--- src/rtl/spi_txn_sequencer_pkg.sv ---
// Shared definitions for the SPI transaction sequencer: FSM state
// encodings, default slave-select gap and command length width.
package spi_txn_sequencer_pkg;

    localparam logic [2:0] ST_IDLE      = 3'd0;
    localparam logic [2:0] ST_SS_SETUP  = 3'd1;
    localparam logic [2:0] ST_LAUNCH    = 3'd2;
    localparam logic [2:0] ST_WAIT_BUSY = 3'd3;
    localparam logic [2:0] ST_WAIT_DONE = 3'd4;
    localparam logic [2:0] ST_SS_HOLD   = 3'd5;

    localparam int SS_GAP_DEF = 2;
    localparam int CMD_LEN_W  = 4;

endpackage

--- src/rtl/spi_txn_sequencer_fifo.sv ---
// Synchronous FIFO with registered count; push while full is accepted
// only together with a pop. dout reads 0 while empty.
// Ports: clk, reset (sync, active-low), wr/din/full, rd/dout/empty.
module sync_fifo #(
    parameter int WIDTH = 8,
    parameter int DEPTH = 4
) (
    input  logic             clk,
    input  logic             reset,
    input  logic             wr,
    input  logic [WIDTH-1:0] din,
    output logic             full,
    input  logic             rd,
    output logic [WIDTH-1:0] dout,
    output logic             empty
);
    localparam int AW = $clog2(DEPTH);
    localparam int CW = AW + 1;

    logic [WIDTH-1:0] mem [DEPTH];
    logic [AW-1:0]    wptr;
    logic [AW-1:0]    rptr;
    logic [CW-1:0]    count;
    logic             do_wr;
    logic             do_rd;

    assign empty = (count == '0);
    assign full  = (count == CW'(DEPTH));
    assign do_rd = rd && !empty;
    // A pop in the same cycle frees the slot a full FIFO needs.
    assign do_wr = wr && (!full || do_rd);
    assign dout  = empty ? '0 : mem[rptr];

    always_ff @(posedge clk) begin
        if (do_wr) begin
            mem[wptr] <= din;
        end
    end

    always_ff @(posedge clk) begin
        if (!reset) begin
            wptr  <= '0;
            rptr  <= '0;
            count <= '0;
        end else begin
            if (do_wr) begin
                wptr <= wptr + 1'b1;
            end
            if (do_rd) begin
                rptr <= rptr + 1'b1;
            end
            if (do_wr && !do_rd) begin
                count <= count + 1'b1;
            end else if (do_rd && !do_wr) begin
                count <= count - 1'b1;
            end
        end
    end

endmodule

--- src/rtl/spi_txn_sequencer.sv ---
// Frames cmd_len host bytes under one spi_ss assignment, handshaking each
// byte with the byte-level SPI master and collecting replies in an RX FIFO.
// Ports: host TX/RX FIFO access, cmd_start/cmd_len/cmd_ready/txn_done,
// master side spi_enable/spi_tx_data/spi_clk_div/spi_ss/spi_busy/spi_rx_data.
module spi_txn_sequencer
    import spi_txn_sequencer_pkg::*;
#(
    parameter int FIFO_DEPTH = 4,
    parameter int SS_GAP     = SS_GAP_DEF
) (
    input  logic                 clk,
    input  logic                 reset,
    input  logic [7:0]           clk_div_cfg,
    input  logic                 tx_wr,
    input  logic [7:0]           tx_data,
    output logic                 tx_full,
    input  logic                 rx_rd,
    output logic [7:0]           rx_data,
    output logic                 rx_empty,
    input  logic                 cmd_start,
    input  logic [CMD_LEN_W-1:0] cmd_len,
    output logic                 cmd_ready,
    output logic                 txn_done,
    output logic                 spi_enable,
    output logic [7:0]           spi_tx_data,
    output logic [7:0]           spi_clk_div,
    output logic                 spi_ss,
    input  logic                 spi_busy,
    input  logic [7:0]           spi_rx_data
);
    localparam int GAP_W = $clog2(SS_GAP) + 1;
    // spi_enable is registered, so the LAUNCH cycle itself is the last
    // setup cycle; SS_SETUP covers the remaining SS_GAP-1 cycles.
    localparam logic [GAP_W-1:0] SETUP_LOAD =
        GAP_W'((SS_GAP > 1) ? SS_GAP - 2 : 0);
    localparam logic [GAP_W-1:0] HOLD_LOAD = GAP_W'(SS_GAP - 1);
    localparam logic [2:0] FIRST_ST =
        (SS_GAP > 1) ? ST_SS_SETUP : ST_LAUNCH;

    logic [2:0]           state;
    logic [GAP_W-1:0]     gap_cnt;
    logic [CMD_LEN_W-1:0] remaining;
    logic [7:0]           tx_head;
    logic                 tx_empty;
    logic                 rx_full;
    logic                 launch;
    logic                 rx_push;

    assign launch    = (state == ST_LAUNCH) && !tx_empty && !rx_full;
    assign rx_push   = (state == ST_WAIT_DONE) && !spi_busy;
    assign cmd_ready = (state == ST_IDLE) && !txn_done;
    // Deselect as soon as reset is asserted, not one edge later.
    assign spi_ss    = (state == ST_IDLE) || !reset;

    sync_fifo #(.WIDTH(8), .DEPTH(FIFO_DEPTH)) u_tx_fifo (
        .clk   (clk),
        .reset (reset),
        .wr    (tx_wr),
        .din   (tx_data),
        .full  (tx_full),
        .rd    (launch),
        .dout  (tx_head),
        .empty (tx_empty)
    );

    sync_fifo #(.WIDTH(8), .DEPTH(FIFO_DEPTH)) u_rx_fifo (
        .clk   (clk),
        .reset (reset),
        .wr    (rx_push),
        .din   (spi_rx_data),
        .full  (rx_full),
        .rd    (rx_rd),
        .dout  (rx_data),
        .empty (rx_empty)
    );

    always_ff @(posedge clk) begin
        if (!reset) begin
            state       <= ST_IDLE;
            gap_cnt     <= '0;
            remaining   <= '0;
            spi_enable  <= 1'b0;
            spi_tx_data <= '0;
            spi_clk_div <= '0;
            txn_done    <= 1'b0;
        end else begin
            spi_enable <= 1'b0;
            txn_done   <= 1'b0;
            unique case (state)
                ST_IDLE: begin
                    if (cmd_start && cmd_ready && cmd_len != '0) begin
                        remaining   <= cmd_len;
                        spi_clk_div <= clk_div_cfg;
                        gap_cnt     <= SETUP_LOAD;
                        state       <= FIRST_ST;
                    end
                end
                ST_SS_SETUP: begin
                    if (gap_cnt == '0) begin
                        state <= ST_LAUNCH;
                    end else begin
                        gap_cnt <= gap_cnt - 1'b1;
                    end
                end
                ST_LAUNCH: begin
                    if (launch) begin
                        spi_enable  <= 1'b1;
                        spi_tx_data <= tx_head;
                        state       <= ST_WAIT_BUSY;
                    end
                end
                ST_WAIT_BUSY: begin
                    if (spi_busy) begin
                        state <= ST_WAIT_DONE;
                    end
                end
                ST_WAIT_DONE: begin
                    if (!spi_busy) begin
                        remaining <= remaining - 1'b1;
                        if (remaining == CMD_LEN_W'(1)) begin
                            gap_cnt <= HOLD_LOAD;
                            state   <= ST_SS_HOLD;
                        end else begin
                            state <= ST_LAUNCH;
                        end
                    end
                end
                ST_SS_HOLD: begin
                    if (gap_cnt == '0) begin
                        txn_done <= 1'b1;
                        state    <= ST_IDLE;
                    end else begin
                        gap_cnt <= gap_cnt - 1'b1;
                    end
                end
                default: state <= ST_IDLE;
            endcase
        end
    end

endmodule

--- config.mk ---
export PLATFORM = sky130hd
export DESIGN_NAME = spi_txn_sequencer
export DESIGN_NICKNAME = d
export VERILOG_FILES = /design/src/rtl/spi_txn_sequencer_pkg.sv /design/src/rtl/spi_txn_sequencer_fifo.sv /design/src/rtl/spi_txn_sequencer.sv
export SDC_FILE = /design/constraint.sdc
export NUM_CORES = 1
export LEC_CHECK = 0
export BUFFER_PORTS_ARGS = -buffer_cell sky130_fd_sc_hd__buf_2
export CAP_MARGIN = 20
export CORE_MARGIN = 8
export CORE_UTILIZATION = 50
export CTS_CLUSTER_DIAMETER = 100
export DETAILED_ROUTE_END_ITERATION = 10
export GPL_TIMING_DRIVEN = 0
export PLACE_DENSITY = 0.84
export SYNTH_ARGS = -nofsm -noshare
export SYNTH_HDL_FRONTEND = slang
export SYNTH_SLANG_ARGS = --single-unit
--- constraint.sdc ---
create_clock -name clk -period 2.4 [get_ports clk]
set_input_delay 0.12 -clock clk [delete_from_list [all_inputs] [get_ports clk]]
set_output_delay 0.12 -clock clk [all_outputs]
set_load 0.01 [all_outputs]
Word level (Yosys, flattened, before mapping). Memory sizes are Yosys's and may differ from the RTL's. A register that Yosys moved wholly into a read port is not among the register bits. Index checks and enable logic that the tools add are counted. W data, S select, Z words.

Add/subtract/negate cells: 10. Eq/ne operators: 16. Multiplexer cells: 29. Reductions and logical operators: 46.

Operators by type and width (number): $mux W3 (11); $pmux W3 S6 (1); $logic_and A1 B1 Y1 (14); $eq A3 B3 Y1 const B (4); $logic_not A1 Y1 (12); $mux W2 (6); $ne A2 B2 Y1 const B (5); $logic_not A3 Y1 (3); $add A2 B1 Y2 const B (4); $mux W4 (2); $mux W8 (1); $pmux W4 S2 (1); $reduce_and A2 Y1 (4); $add A3 B1 Y3 const B (2); $eq A3 B2 Y1 const B (2); $mux W1 (6); $ne A2 B1 Y1 const B (3); $pmux W2 S3 (1); $reduce_and A6 Y1 (1); $reduce_bool A2 Y1 (3); $sub A3 B1 Y3 const B (2); $reduce_and A5 Y1 (1); $eq A4 B1 Y1 const B (1); $reduce_bool A4 Y1 (1); 8 further kinds (10).

Bits in registers: 33. Bits in writable memories: 64. Bits of input ports: 34. Output and inout bits: 30. Word-level logic and storage cells: 115. Memories kept: 2.

Memory list: u_rx_fifo.mem (depth 4, bits a word 8, rd ports 1, clocked after memory_dff 1, write ports 1, line spi_txn_sequencer_fifo.sv:20) `logic [WIDTH-1:0] mem [DEPTH];`; u_tx_fifo.mem (depth 4, bits a word 8, rd ports 1, clocked after memory_dff 1, write ports 1, line spi_txn_sequencer_fifo.sv:20).

Depth between registers and ports, before layout. Gate-level depths: netlist (run 1).

Depth after elaboration: 11. Mapped depth: 10. Mapped depth without buffers: 9.

By module. From an unflattened synthesis (run 1), not the netlist that was laid out.

Cell total of the unflattened synthesis: 347. Area total of the unflattened synthesis: 4758.3 sq um.

By module, submodules not included: sync_fifo (times used 2, cells each 100, area each 1722.9 sq um, sequential area each 1141.1 sq um); spi_txn_sequencer (times used 1, cells each 147, area each 1312.5 sq um, sequential area each 540.5 sq um).

Least setup slack after synthesis (run 1). No wires, ideal clock.

Path type: register to register. Start point: reg u_rx_fifo.count[0]. End point: reg u_tx_fifo.count[2]. Library setup time: 76 ps. Arrival: 2325 ps. Required time: 2324 ps. Path slack: -1 ps. Cell stages (with the launch flop): 11. Path buffers: 1. Clock period less this slack: 2401 ps. Cell sequence: dfxtp_1 > or3b_1 > o311a_1 > buf_6 > inv_1 > ha_1 > inv_1 > fa_1 > xor2_1 > or3_1 > a21boi_0.

Longest elaborated chain between the ends: 9. Elaborated cells on any way between the ends: 12. Those cells by class: eq/ne (1); mux (1); reduce/logical (10).

Ends and longest elaborated chain: start, declared (line spi_txn_sequencer_fifo.sv:23) `logic [CW-1:0] count;`; start signal, assigned (line spi_txn_sequencer_fifo.sv:53) `count <= count + 1'b1;`; start signal, assigned (line spi_txn_sequencer_fifo.sv:55) `count <= count - 1'b1;`; $eq A3 B3 Y1 * (line spi_txn_sequencer_fifo.sv:28) `assign full = (count == CW'(DEPTH));`; $logic_not A1 Y1 * (line spi_txn_sequencer.sv:49) `assign launch = (state == ST_LAUNCH) && !tx_empty && !rx_full;`; $logic_and A1 B1 Y1 * (line spi_txn_sequencer.sv:49); $logic_and A1 B1 Y1 * (line spi_txn_sequencer_fifo.sv:29) `assign do_rd = rd && !empty;`; $logic_or A1 B1 Y1 (line spi_txn_sequencer_fifo.sv:31) `assign do_wr = wr && (!full || do_rd);`; $logic_and A1 B1 Y1 (line spi_txn_sequencer_fifo.sv:31); $logic_not A1 Y1 (line spi_txn_sequencer_fifo.sv:54) `end else if (do_rd && !do_wr) begin`; $logic_and A1 B1 Y1 (line spi_txn_sequencer_fifo.sv:54); $reduce_bool A2 Y1 (no line); end signal, assigned (line spi_txn_sequencer_fifo.sv:53); end signal, assigned (line spi_txn_sequencer_fifo.sv:55); end, declared (line spi_txn_sequencer_fifo.sv:23).

Mark *: on every way between the ends. The rest lies on a longest branch, timed or not. A chain may end at the register's enable or synchronous reset.

Final worst setup path (run 1). Same ends and word-level chain as after synthesis.

==> results of run 1 <==
## registers in the layout (all words and copies together), names as in the netlist, 2 cells and up, named ones only
register / count
u_rx_fifo.mem: 32
gap_cnt: 2
spi_tx_data: 8
u_tx_fifo.count: 3
u_tx_fifo.mem: 32
spi_clk_div: 8
state: 3
u_tx_fifo.rptr: 2
u_tx_fifo.wptr: 2
remaining: 4
u_rx_fifo.count: 3
u_rx_fifo.rptr: 2
u_rx_fifo.wptr: 2
## repair_timing
action / CTS / global route
buffers inserted: 1 / 10
hold buffers: 17 / 1
endpoints found under the setup margin: 2 / 2
pin swaps: 2 / 4
resized for setup: 11 / 10
hold endpoints to repair: 65 / 1
## cells by family after synthesis
family                   after synthesis  share of synthesized area
XOR/XNOR                               8                     0.0151
adder cells (fa/ha/maj)               15                     0.0435
multiplexers                          41                      0.131
AO/OA/AOI/OAI                         37                     0.0578
flip-flops                           107                      0.598
AND/OR/NAND/NOR                       95                      0.126
buffers and inverters                 30                     0.0288
## routing by layer
metal | up-vias | share of wire | wire [um]
li1 | 1408 | - | -
met1 | 1420 | 0.40 | 3570
met2 | 68 | 0.54 | 4810
met3 | 10 | 0.049 | 433
met4 | 0 | 0.011 | 98
met5 | - | 0 | 0
## Yosys cell counts, types with 5 or more instances
cell	number	share of area
sky130_fd_sc_hd__and2_1	26	0.035
sky130_fd_sc_hd__buf_2	5	0.0054
sky130_fd_sc_hd__clkbuf_1	8	0.0065
sky130_fd_sc_hd__dfxtp_1	43	0.18
sky130_fd_sc_hd__edfxtp_1	64	0.41
sky130_fd_sc_hd__ha_1	13	0.035
sky130_fd_sc_hd__inv_1	14	0.011
sky130_fd_sc_hd__mux2i_1	24	0.052
sky130_fd_sc_hd__mux4_2	16	0.077
sky130_fd_sc_hd__nand2_1	16	0.013
sky130_fd_sc_hd__nor2b_1	24	0.032
sky130_fd_sc_hd__o21ai_0	9	0.0097
sky130_fd_sc_hd__xnor2_1	5	0.0094
## area by class of cell
| cell class | instances | area, um^2 | area share |
|---|---|---|---|
| clock inverter | 7 | 90.1 | 0.0160 |
| timing repair buffer | 91 | 573 | 0.102 |
| tap | 111 | 139 | 0.0247 |
| clock buffer | 9 | 124 | 0.0220 |
| inverter | 14 | 52.6 | 0.00933 |
| multi-input combinational | 196 | 1780 | 0.317 |
| sequential | 107 | 2800 | 0.497 |
| buffer | 15 | 70.1 | 0.0124 |
## through the flow
stage                      util  hold slack [ps]
after floorplan               -              219
after global placement    0.558              329
after detailed placement  0.558              336
after CTS                 0.603           0.0125
after global routing      0.615             6.99
final                     0.615             15.7
## worst max-delay path by stage
stage	slack [ps]	to	cells past startpoint
after global routing	9	u_tx_fifo.count[2]$_SDFFE_PN0P_	9
after floorplan	20	u_tx_fifo.count[2]$_SDFFE_PN0P_	10
after global placement	-90	u_tx_fifo.count[2]$_SDFFE_PN0P_	10
after detailed placement	-160	u_tx_fifo.count[2]$_SDFFE_PN0P_	10
after CTS	6	u_tx_fifo.count[2]$_SDFFE_PN0P_	9
final	110	u_tx_fifo.count[2]$_SDFFE_PN0P_	9
## placed cells by master, fill, tap and decap left out, types with 5 or more instances in the layout
master	instances
sky130_fd_sc_hd__dlygate4sd3_1	18
sky130_fd_sc_hd__mux2i_1	24
sky130_fd_sc_hd__nand2_1	16
sky130_fd_sc_hd__ha_1	11
sky130_fd_sc_hd__xnor2_1	5
sky130_fd_sc_hd__nor2b_1	23
sky130_fd_sc_hd__inv_1	13
sky130_fd_sc_hd__buf_4	11
sky130_fd_sc_hd__clkbuf_1	8
sky130_fd_sc_hd__o21ai_0	9
sky130_fd_sc_hd__buf_2	67
sky130_fd_sc_hd__edfxtp_1	64
sky130_fd_sc_hd__and2_1	26
sky130_fd_sc_hd__clkbuf_8	9
sky130_fd_sc_hd__mux4_2	16
sky130_fd_sc_hd__dfxtp_1	37
## where the power goes
part / switching (W) / internal, W / total [W]
Clock: 0.000644 / 0.000514 / 0.00116
Combinational: 0.000712 / 0.000720 / 0.00143
Sequential: 0.000132 / 0.00215 / 0.00228
## worst max-delay path: cells and delay by family, from the launching register on
family | cells | cell delay (ps)
fa+ha+maj | 2 | 540
simple gates | 2 | 740
xor+xnor | 1 | 180
buf+inv | 2 | 100
compound gates | 2 | 280
flops | 1 | 370
==> results.md, run 1 <==
* Iter 0 DRT Violations at 131
* Met3 Use GR at 0.0467
* Final setup margin at 110 ps
* Number of remaining DRC errors at 0
* FP Rows at 35
* Critical path arrival at 2590 ps
* Reg2Reg Depth at 9
* Startpoint types: flip-flop
* Share of flip-flops with an asynchronous set or reset after synthesis at 0
* Maximum clock frequency at 0.437 GHz
* Origin of the critical flop-to-flop path: u_rx_fifo.count[0]$_SDFFE_PN0P_
* Post-placement setup slack at -163 ps
* Relative area change from synthesis to final layout at 21.0%
* Minimum clock period at 2290 ps
* EDFF count, synth at 64
* Std-Cell Core Area at 0.00915 mm^2
* Clock insertion delay at the later pin of the skew report at 370 ps
* Kind of critical path: flip-flop to flip-flop
* Final std cell area, no fill at 0.00563 mm^2
* Net count reported at finish at 483
* Final setup violation count at 0
* Crit. End Element: flip-flop
* Fill cell instance count of the final layout at 681
* Number of antenna violations at the first check in global routing at 0
* Detailed-router iteration count before antenna repair at 4
* Number of synthesized register bits at 107
* Most congested layer reported by global routing: met2
* RSZ-0062 raised after global routing: false
* Global routing usage on met1 at 0.159
* Min-Delay Path Depth at 3
* Clock-pin slew of the registers on the worst-case setup and hold paths at 100 ps
* Starting density of the core at 0.509
* Capture endpoint of the worst hold path: spi_clk_div[4]$_SDFFE_PN0P_
* Sequential share of the synthesized area at 0.598
* Hold wc startpoint: clk_div_cfg[4]
* Worst clock skew on the final layout at 9.94 ps
* Residual overflow from global routing at 0
* Number of placed I/O pins at 64
* Peak supply drop at 0.000530 V
* Largest fanout of any net on the critical path at 4
* Antenna diodes at 0
* Crit path largest cell delay at 420 ps
* Final RePlAce weighted congestion at 0.921
* Synthesized net count at 382
* Total number of vias at 2906
* Height of the die at 112 um
* Vias in the first global route at 3051
* Hold Crit Class: input pin to flip-flop
* Cell count after synthesis at 333
* Total CTS buffers at 9
* Worst reg2reg path endpoint: u_tx_fifo.count[2]$_SDFFE_PN0P_
* Status: complete, no violations
* Sequence of cells on the critical path: or3b_4 > o311a_4 > inv_2 > ha_2 > inv_1 > fa_1 > xor2_1 > or3_1 > a21boi_1
* Number of pins exceeding their max-slew limit in the final report at 0
* Slack of the worst reg-to-reg path at 110 ps
* Total of max-cap violations at 0
* Met2 Usage GRT at 0.273
* Maximum number of pins on one net before global-route repair at 21
* Slowest stage cell on the critical path: sky130_fd_sc_hd__or3b_4
* Total global routing track utilization at 0.147
* CP Data Required Time at 2700 ps
* Endpoints failing hold at 0
* Power density over cell area at 864 mW/mm^2
* Leak pwr at 2.15 nW
* Global-route wire length before repair at 14.8 mm
* Final total negative setup slack at 0 ps
* Final Instance Count excl. Fillers at 550
* Number of buffers inserted by port buffering at 62
* Post-Place Cell Area at 0.00511 mm^2
* Synthesized area at 0.00466 mm^2
* Worst slew margin relative to its limit at 0.621
* Number of nets still failing antenna checks after routing at 0
* Buffer cell driving the clock tree root: sky130_fd_sc_hd__clkbuf_8
* # H-tree levels at 3
* DP HPWL at 6.28 mm
* Placed cells at 506
* Die Span X at 112 um
* Proportion of layout cells with a drive suffix above 1 at 0.308
* Dominant synthesized flop cell: sky130_fd_sc_hd__edfxtp_1
* Routed len/inst at 16.2 um
* Post-Synthesis Mean Instance Area at 14.0 um^2
* Post-DR vias/cell at 5.28
* Part of the cycle the worst path needs at 0.954
* CTS tree: yes
* Total power of the final layout at 0.00487 W
* First element of the critical path: u_rx_fifo.count[0]$_SDFFE_PN0P_
* Aggregate routed wire length at 8.91 mm
* Count of clock tree sinks at 107
* Netlist cell types at 53
* YS warnings at 0
* Area of the die at 0.0127 mm^2
* Transition time at the pin with the least slew margin at 567 ps
* Number of buffers between clock root and the deepest sink at 2
Power figures use the tool's default switching activity.
==> run 2: changes to the inputs <==
Settings changed: CORE_UTILIZATION 50 to 51, PLACE_DENSITY 0.84 to 0.85.
==> results.md, run 2 (synthesized netlist as in run 1, its figures left out) <==
* Status: complete, no violations
* Sequence of cells on the critical path: or3b_4 > o311a_4 > inv_2 > ha_4 > inv_1 > fa_2 > xor2_1 > or3_1 > a21boi_2
* Peak supply drop at 0.000473 V (-11%)
* Maximum clock frequency at 0.433 GHz (-0.92%)
* Cell Int Power at 0.00330 W (-2.4%)
* Clock insertion delay at the later pin of the skew report at 380 ps (about the same)
* Post-Route M1 WL at 3.72 mm (+4.2%)
* Final Instance Count excl. Fillers at 555 (+0.91%)
* Most frequent cells in the layout: 67 x sky130_fd_sc_hd__buf_2, 64 x sky130_fd_sc_hd__edfxtp_1, 37 x sky130_fd_sc_hd__dfxtp_1
* Hold wc startpoint: clk_div_cfg[3]
* Psw at 0.00155 W (+4.1%)
* Number of pins exceeding their max-slew limit in the final report at 0 (unchanged)
* Portion of total power attributed to combinational logic at 0.302 (+0.008)
* Die Span X at 112 um (-0.84%)
* Buffer cell driving the clock tree root: sky130_fd_sc_hd__clkbuf_8
* Number of buffers between clock root and the deepest sink at 2 (unchanged)
* Final total negative setup slack at 0 ps (unchanged)
* Transition time at the pin with the least slew margin at 653 ps (+85.5 ps)
* Std-Cell Core Area at 0.00906 mm^2 (-0.96%)
* Hold Crit Class: input pin to flip-flop
* Placed cells at 506 (unchanged)
* Total of max-cap violations at 0 (unchanged)
* Net count reported at finish at 488 (+1.0%)
* Relative area change from synthesis to final layout at 22.3%
* DP HPWL at 6.09 mm (-3.0%)
* First element of the critical path: u_rx_fifo.count[1]$_SDFFE_PN0P_
* Antenna diodes at 0 (unchanged)
* Part of the power in the clock network at 0.226 (-0.012)
* Total number of vias at 2924 (+0.62%)
* Global-route wire length before repair at 14.6 mm (-1.1%)
* Detail Route met3 WL at 426 um (-1.6%)
* Height of the die at 112 um (-0.84%)
* Total CTS buffers at 9 (unchanged)
* Largest registers in the final layout: u_rx_fifo.mem x32, u_tx_fifo.mem x32
* Part of the cycle the worst path needs at 0.963 (+0.00885)
* Power density over cell area at 852 mW/mm^2 (-1.5%)
* Aggregate routed wire length at 9.27 mm (+4.1%)
* Final RePlAce weighted congestion at 0.830 (-9.9%)
* FP Rows at 35 (unchanged)
* Worst clock skew on the final layout at 14.4 ps (+4.48 ps)
* Highest routing layer actually used: met4
* Routed len/inst at 16.7 um (+3.1%)
* Detailed-router iteration count before antenna repair at 4 (unchanged)
* Number of nets still failing antenna checks after routing at 0 (unchanged)
* Number of placed I/O pins at 64 (unchanged)
* Fill cell instance count of the final layout at 634 (-6.9%)
* Leading cell type in the layout, fill and taps excluded: sky130_fd_sc_hd__buf_2
* Total global routing track utilization at 0.147 (about the same)
* Seq pwr share at 0.471 (+0.003)
* Iter 0 DRT Violations at 139 (+6.1%)
* Starting density of the core at 0.514 (+0.00491)
* Crit path largest cell delay at 420 ps (about the same)
* Leak pwr at 2.17 nW (+0.77%)
* Vias in the first global route at 3050 (-0.033%)
* Final setup violation count at 0 (unchanged)
* Startpoint types: flip-flop
* CTS tree: yes
* Crit. End Element: flip-flop
* Count of clock tree sinks at 107 (unchanged)
* # H-tree levels at 3 (unchanged)
* Post-Route Hold Slack at 22.8 ps (+7.10 ps)
* Area of the die at 0.0124 mm^2 (-1.7%)
* Number of remaining DRC errors at 0 (unchanged)
* Endpoints failing hold at 0 (unchanged)
* Number of antenna violations at the first check in global routing at 0 (unchanged)
* Maximum number of pins on one net before global-route repair at 22 (+4.8%)
* Minimum clock period at 2310 ps (+21.2 ps)
* Origin of the critical flop-to-flop path: u_rx_fifo.count[1]$_SDFFE_PN0P_
* Kind of critical path: flip-flop to flip-flop
* Slowest stage cell on the critical path: sky130_fd_sc_hd__or3b_4
* CP Data Required Time at 2710 ps (about the same)
* Clock-pin slew of the registers on the worst-case setup and hold paths at 110 ps (about the same)
* Share of total power consumed by net switching at 0.319 (+0.0138)
* Worst slew margin relative to its limit at 0.564 (-0.0571)
* Total power of the final layout at 0.00485 W (-0.42%)
* Proportion of layout cells with a drive suffix above 1 at 0.311 (+0.00329)
* Residual overflow from global routing at 0 (unchanged)
* Largest fanout of any net on the critical path at 6 (+2)
* Routed met2 length at 4.97 mm (+3.3%)
* Critical path arrival at 2620 ps (+30 ps)
* Number of buffers inserted by port buffering at 62 (unchanged)
* Post-DR vias/cell at 5.27 (-0.29%)
## run 2: cell types whose count changed in the layout (fill, tap and decap cells not counted), moves of 2 or more
cell / delta
sky130_fd_sc_hd__a21boi_1: -2
sky130_fd_sc_hd__clkinv_8: +3
sky130_fd_sc_hd__dlygate4sd3_1: +5
sky130_fd_sc_hd__inv_8: -3
## run 2: worst paths after layout
kind | slack (ps) | cells after the start | endpoint
setup / recovery | 90 | 9 | u_tx_fifo.count[2]$_SDFFE_PN0P_
hold / removal | 20 | 3 | spi_clk_div[3]$_SDFFE_PN0P_
setup reg to reg | 90 | 9 | u_tx_fifo.count[2]$_SDFFE_PN0P_
hold reg to reg | 490 | 1 | gap_cnt[1]$_SDFFE_PN0P_
## run 2: power groups by stage
stage	clock [W]	sequential, W	combinational (W)
final	0.00110	0.00229	0.00147
after global routing	0.00118	0.00231	0.00162
after CTS	0.00112	0.00227	0.00134
after detailed placement	0	0.00230	0.00129
after global placement	0	0.00229	0.00125
after floorplan	0	0.00229	0.000913
## run 2: per-stage QoR
stage          utilization  setup slack (ps)  area (um^2)
2_1_floorplan            -              19.9         4660
3_3_place_gp         0.563             -92.1         5110
3_5_place_dp         0.563              -139         5110
4_1_cts              0.615             -1.32         5580
5_1_grt              0.628             -9.02         5690
6_report             0.628              89.1         5690
## run 2: metal layers
metal	GRT usage	vias to the layer above
met3	0.0422	15
met5	0	-
met2	0.273	72
li1	-	1418
met4	0.0438	0
met1	0.158	1419
## run 2: what timing repair did
item / in CTS / in global routing
setup endpoints to repair: 2 / 2
buffers inserted: 0 / 11
hold endpoints to repair: 71 / 0
hold buffers: 23 / 0
resized for setup: 11 / 12
pin swaps: 1 / 6
## run 2: critical path: cells and delay by family (launching register included)
family	cells	cell delay, ps
buf+inv	2	130
compound gates	2	300
flops	1	360
xor+xnor	1	180
fa+ha+maj	2	470
simple gates	2	810
## run 2: final cells by class
class / instances / area (um^2) / share of cell area
Buffer: 15 / 70.1 / 0.0123
Clock buffer: 9 / 124 / 0.0218
Clock inverter: 7 / 83.8 / 0.0147
Inverter: 14 / 52.6 / 0.00923
Multi-Input combinational cell: 196 / 1800 / 0.317
Sequential cell: 107 / 2800 / 0.491
Tap cell: 111 / 139 / 0.0244
Timing Repair Buffer: 96 / 623 / 0.109
==> run 3: changes to the inputs <==
Settings changed: CORE_MARGIN 8 to 5.
Clock period 2.4 ns to 2.1 ns, I/O delays scaled along.
==> results.md, run 3 (synthesized netlist as in run 1, its figures left out) <==
* Failing checks: negative setup slack
* Height of the die at 106 um (-5.4%)
* Reg2Reg Depth at 9 (unchanged)
* Total of max-cap violations at 0 (unchanged)
* Detailed-router iteration count before antenna repair at 4 (unchanged)
* Number of buffers between clock root and the deepest sink at 2 (unchanged)
* Total power of the final layout at 0.00572 W (+18%)
* Antenna diodes at 0 (unchanged)
* Aggregate routed wire length at 9.43 mm (+1.7%)
* Maximum number of pins on one net before global-route repair at 21 (-4.5%)
* Count of clock tree sinks at 107 (unchanged)
* Kind of critical path: flip-flop to flip-flop
* Leak pwr at 2.20 nW (+1.2%)
* Number of pins exceeding their max-slew limit in the final report at 0 (unchanged)
* Residual overflow from global routing at 0 (unchanged)
* Startpoint types: flip-flop
* Number of placed I/O pins at 64 (unchanged)
* CTS tree: yes
* RSZ-0062 raised after global routing: true
* Minimum clock period at 2150 ps (-161 ps)
* Final setup margin at -49.6 ps (-139 ps)
* Placed cells at 503 (-0.59%)
* FF+latch area at 0.00280 mm^2 (about the same)
* Final RePlAce weighted congestion at 0.870 (+4.8%)
* Met3 Use GR at 0.0367 (-0.00553)
* Critical path arrival at 2450 ps (-170 ps)
* Global routing usage on met1 at 0.206 (+0.0475)
* Post-DR vias/cell at 5.29 (+0.45%)
* Transition time at the pin with the least slew margin at 605 ps (-47.9 ps)
* DP HPWL at 5.99 mm (-1.7%)
* Proportion of layout cells with a drive suffix above 1 at 0.325 (+0.0143)
* Capture endpoint of the worst hold path: spi_clk_div[2]$_SDFFE_PN0P_
* CP Data Required Time at 2400 ps (-310 ps)
* Std-Cell Core Area at 0.00881 mm^2 (-2.9%)
* Iter 0 DRT Violations at 205 (+47%)
* Worst reg2reg path endpoint: u_tx_fifo.count[2]$_SDFFE_PN0P_
* Relative area change from synthesis to final layout at 23.7%
* Vias in the first global route at 3054 (+0.13%)
* Maximum clock frequency at 0.465 GHz (+7.5%)
* Total global routing track utilization at 0.172 (+0.0251)
* Die Span X at 106 um (-5.4%)
* Endpoints failing hold at 0 (unchanged)
* Min-Delay Path Depth at 3 (unchanged)
* Clock insertion delay at the later pin of the skew report at 370 ps (about the same)
* Most frequent cells in the layout: 66 x sky130_fd_sc_hd__buf_2, 64 x sky130_fd_sc_hd__edfxtp_1, 37 x sky130_fd_sc_hd__dfxtp_1
* Clock-pin slew of the registers on the worst-case setup and hold paths at 110 ps (about the same)
* Slack of the worst reg-to-reg path at -50 ps (-140 ps)
* Met2 Usage GRT at 0.321 (+0.0475)
* Hold Crit Class: input pin to flip-flop
* Worst slew margin relative to its limit at 0.596 (+0.0320)
* Most congested layer reported by global routing: met2
* # H-tree levels at 3 (unchanged)
* Number of antenna violations at the first check in global routing at 0 (unchanged)
* Peak supply drop at 0.000611 V (+29%)
* Number of nets still failing antenna checks after routing at 0 (unchanged)
* Fill cell instance count of the final layout at 616 (-2.8%)
* FP Rows at 34 (-2.9%)
* Starting density of the core at 0.529 (+0.0151)
* Final Instance Count excl. Fillers at 554 (-0.18%)
* Area of the die at 0.0111 mm^2 (-10%)
* Number of buffers inserted by port buffering at 62 (unchanged)
* Largest fanout of any net on the critical path at 4 (-2)
* Part of the cycle the worst path needs at 1.02 (+0.0607)
* Final setup violation count at 2 (+2)
* Origin of the critical flop-to-flop path: u_rx_fifo.count[1]$_SDFFE_PN0P_
* Total CTS buffers at 9 (unchanged)
* Crit. End Element: flip-flop
* Number of remaining DRC errors at 0 (unchanged)
* Power density over cell area at 993 mW/mm^2 (+17%)
* Area of the multi-input gates at 0.00183 mm^2 (+1.3%)
* Hold wc startpoint: clk_div_cfg[2]
* Net count reported at finish at 490 (+0.41%)
* Routed len/inst at 17.0 um (+1.9%)
* Leading cell type in the layout, fill and taps excluded: sky130_fd_sc_hd__buf_2
* Worst clock skew on the final layout at 12.2 ps (-2.20 ps)
* First element of the critical path: u_rx_fifo.count[1]$_SDFFE_PN0P_
* Largest registers in the final layout: u_rx_fifo.mem x32, u_tx_fifo.mem x32
* Status: complete, but fails checks
* Total number of vias at 2932 (+0.27%)
* Buffer cell driving the clock tree root: sky130_fd_sc_hd__clkbuf_8
* Global-route wire length before repair at 15.1 mm (+3.3%)
run 3: cell types whose count changed in the layout (fill, tap and decap cells not counted), sizes merged:
| cell | before | now |
|---|---|---|
| buf | 80 | 83 |
| bufinv | 0 | 1 |
| dlygate4sd3 | 23 | 22 |
| clkinvlp | 0 | 2 |
| clkinv | 5 | 1 |
| inv | 16 | 17 |
run 3: routing by layer:
metal | up-vias | part of all wire
met5 | - | 0
met1 | 1425 | 0.40
met4 | 0 | 0.0091
met2 | 78 | 0.54
li1 | 1419 | -
met3 | 10 | 0.044
run 3: worst max-delay path: stages (launching register included):
cell                       delay, ps
sky130_fd_sc_hd__dfxtp_2         340
sky130_fd_sc_hd__or3b_4          420
sky130_fd_sc_hd__o311a_4         160
sky130_fd_sc_hd__inv_4            60
sky130_fd_sc_hd__ha_4            130
sky130_fd_sc_hd__inv_2            40
sky130_fd_sc_hd__fa_2            350
sky130_fd_sc_hd__xor2_1          160
sky130_fd_sc_hd__or3_1           320
sky130_fd_sc_hd__a21boi_1        120
run 3: how the worst max path moves through the flow:
stage / depth (start not counted) / to / slack, ps
finish: 9 / u_tx_fifo.count[2]$_SDFFE_PN0P_ / -50
global placement: 9 / u_rx_fifo.count[2]$_SDFFE_PN0P_ / -340
floorplan: 10 / u_tx_fifo.count[2]$_SDFFE_PN0P_ / -100
global route: 9 / u_tx_fifo.count[2]$_SDFFE_PN0P_ / -140
detailed placement: 9 / u_rx_fifo.count[2]$_SDFFE_PN0P_ / -390
CTS: 9 / u_tx_fifo.count[2]$_SDFFE_PN0P_ / -40
run 3: power breakdown:
group	internal (W)	switching, W
clock network	0.000582	0.000749
registers	0.00245	0.000149
logic	0.000894	0.000889
run 3: metrics by stage:
stage	hold WS [ps]	setup WS (ps)	TNS, ps	cell area, um^2	utilization
2_1_floorplan	204	-99.6	-190	4690	-
3_3_place_gp	315	-336	-603	5140	0.584
3_5_place_dp	321	-390	-766	5140	0.584
4_1_cts	12.6	-36.4	-69.7	5680	0.645
5_1_grt	24.8	-142	-310	5760	0.654
6_report	21.4	-49.6	-68.1	5760	0.654
run 3: what timing repair did:
item	CTS	global route
endpoints found under the setup margin	4	4
pin swaps	4	8
endpoints found under the hold margin	70	0
hold buffers	22	0
buffers inserted	7	7
resized for setup	18	6
run 3: layout make-up:
type | instances | area share
Buffer | 15 | 0.0133
Inverter | 14 | 0.00956
Clock inverter | 7 | 0.0161
Tap cell | 108 | 0.0235
Clock buffer | 9 | 0.0215
Timing Repair Buffer | 98 | 0.113
Multi-Input combinational cell | 196 | 0.317
Sequential cell | 107 | 0.486
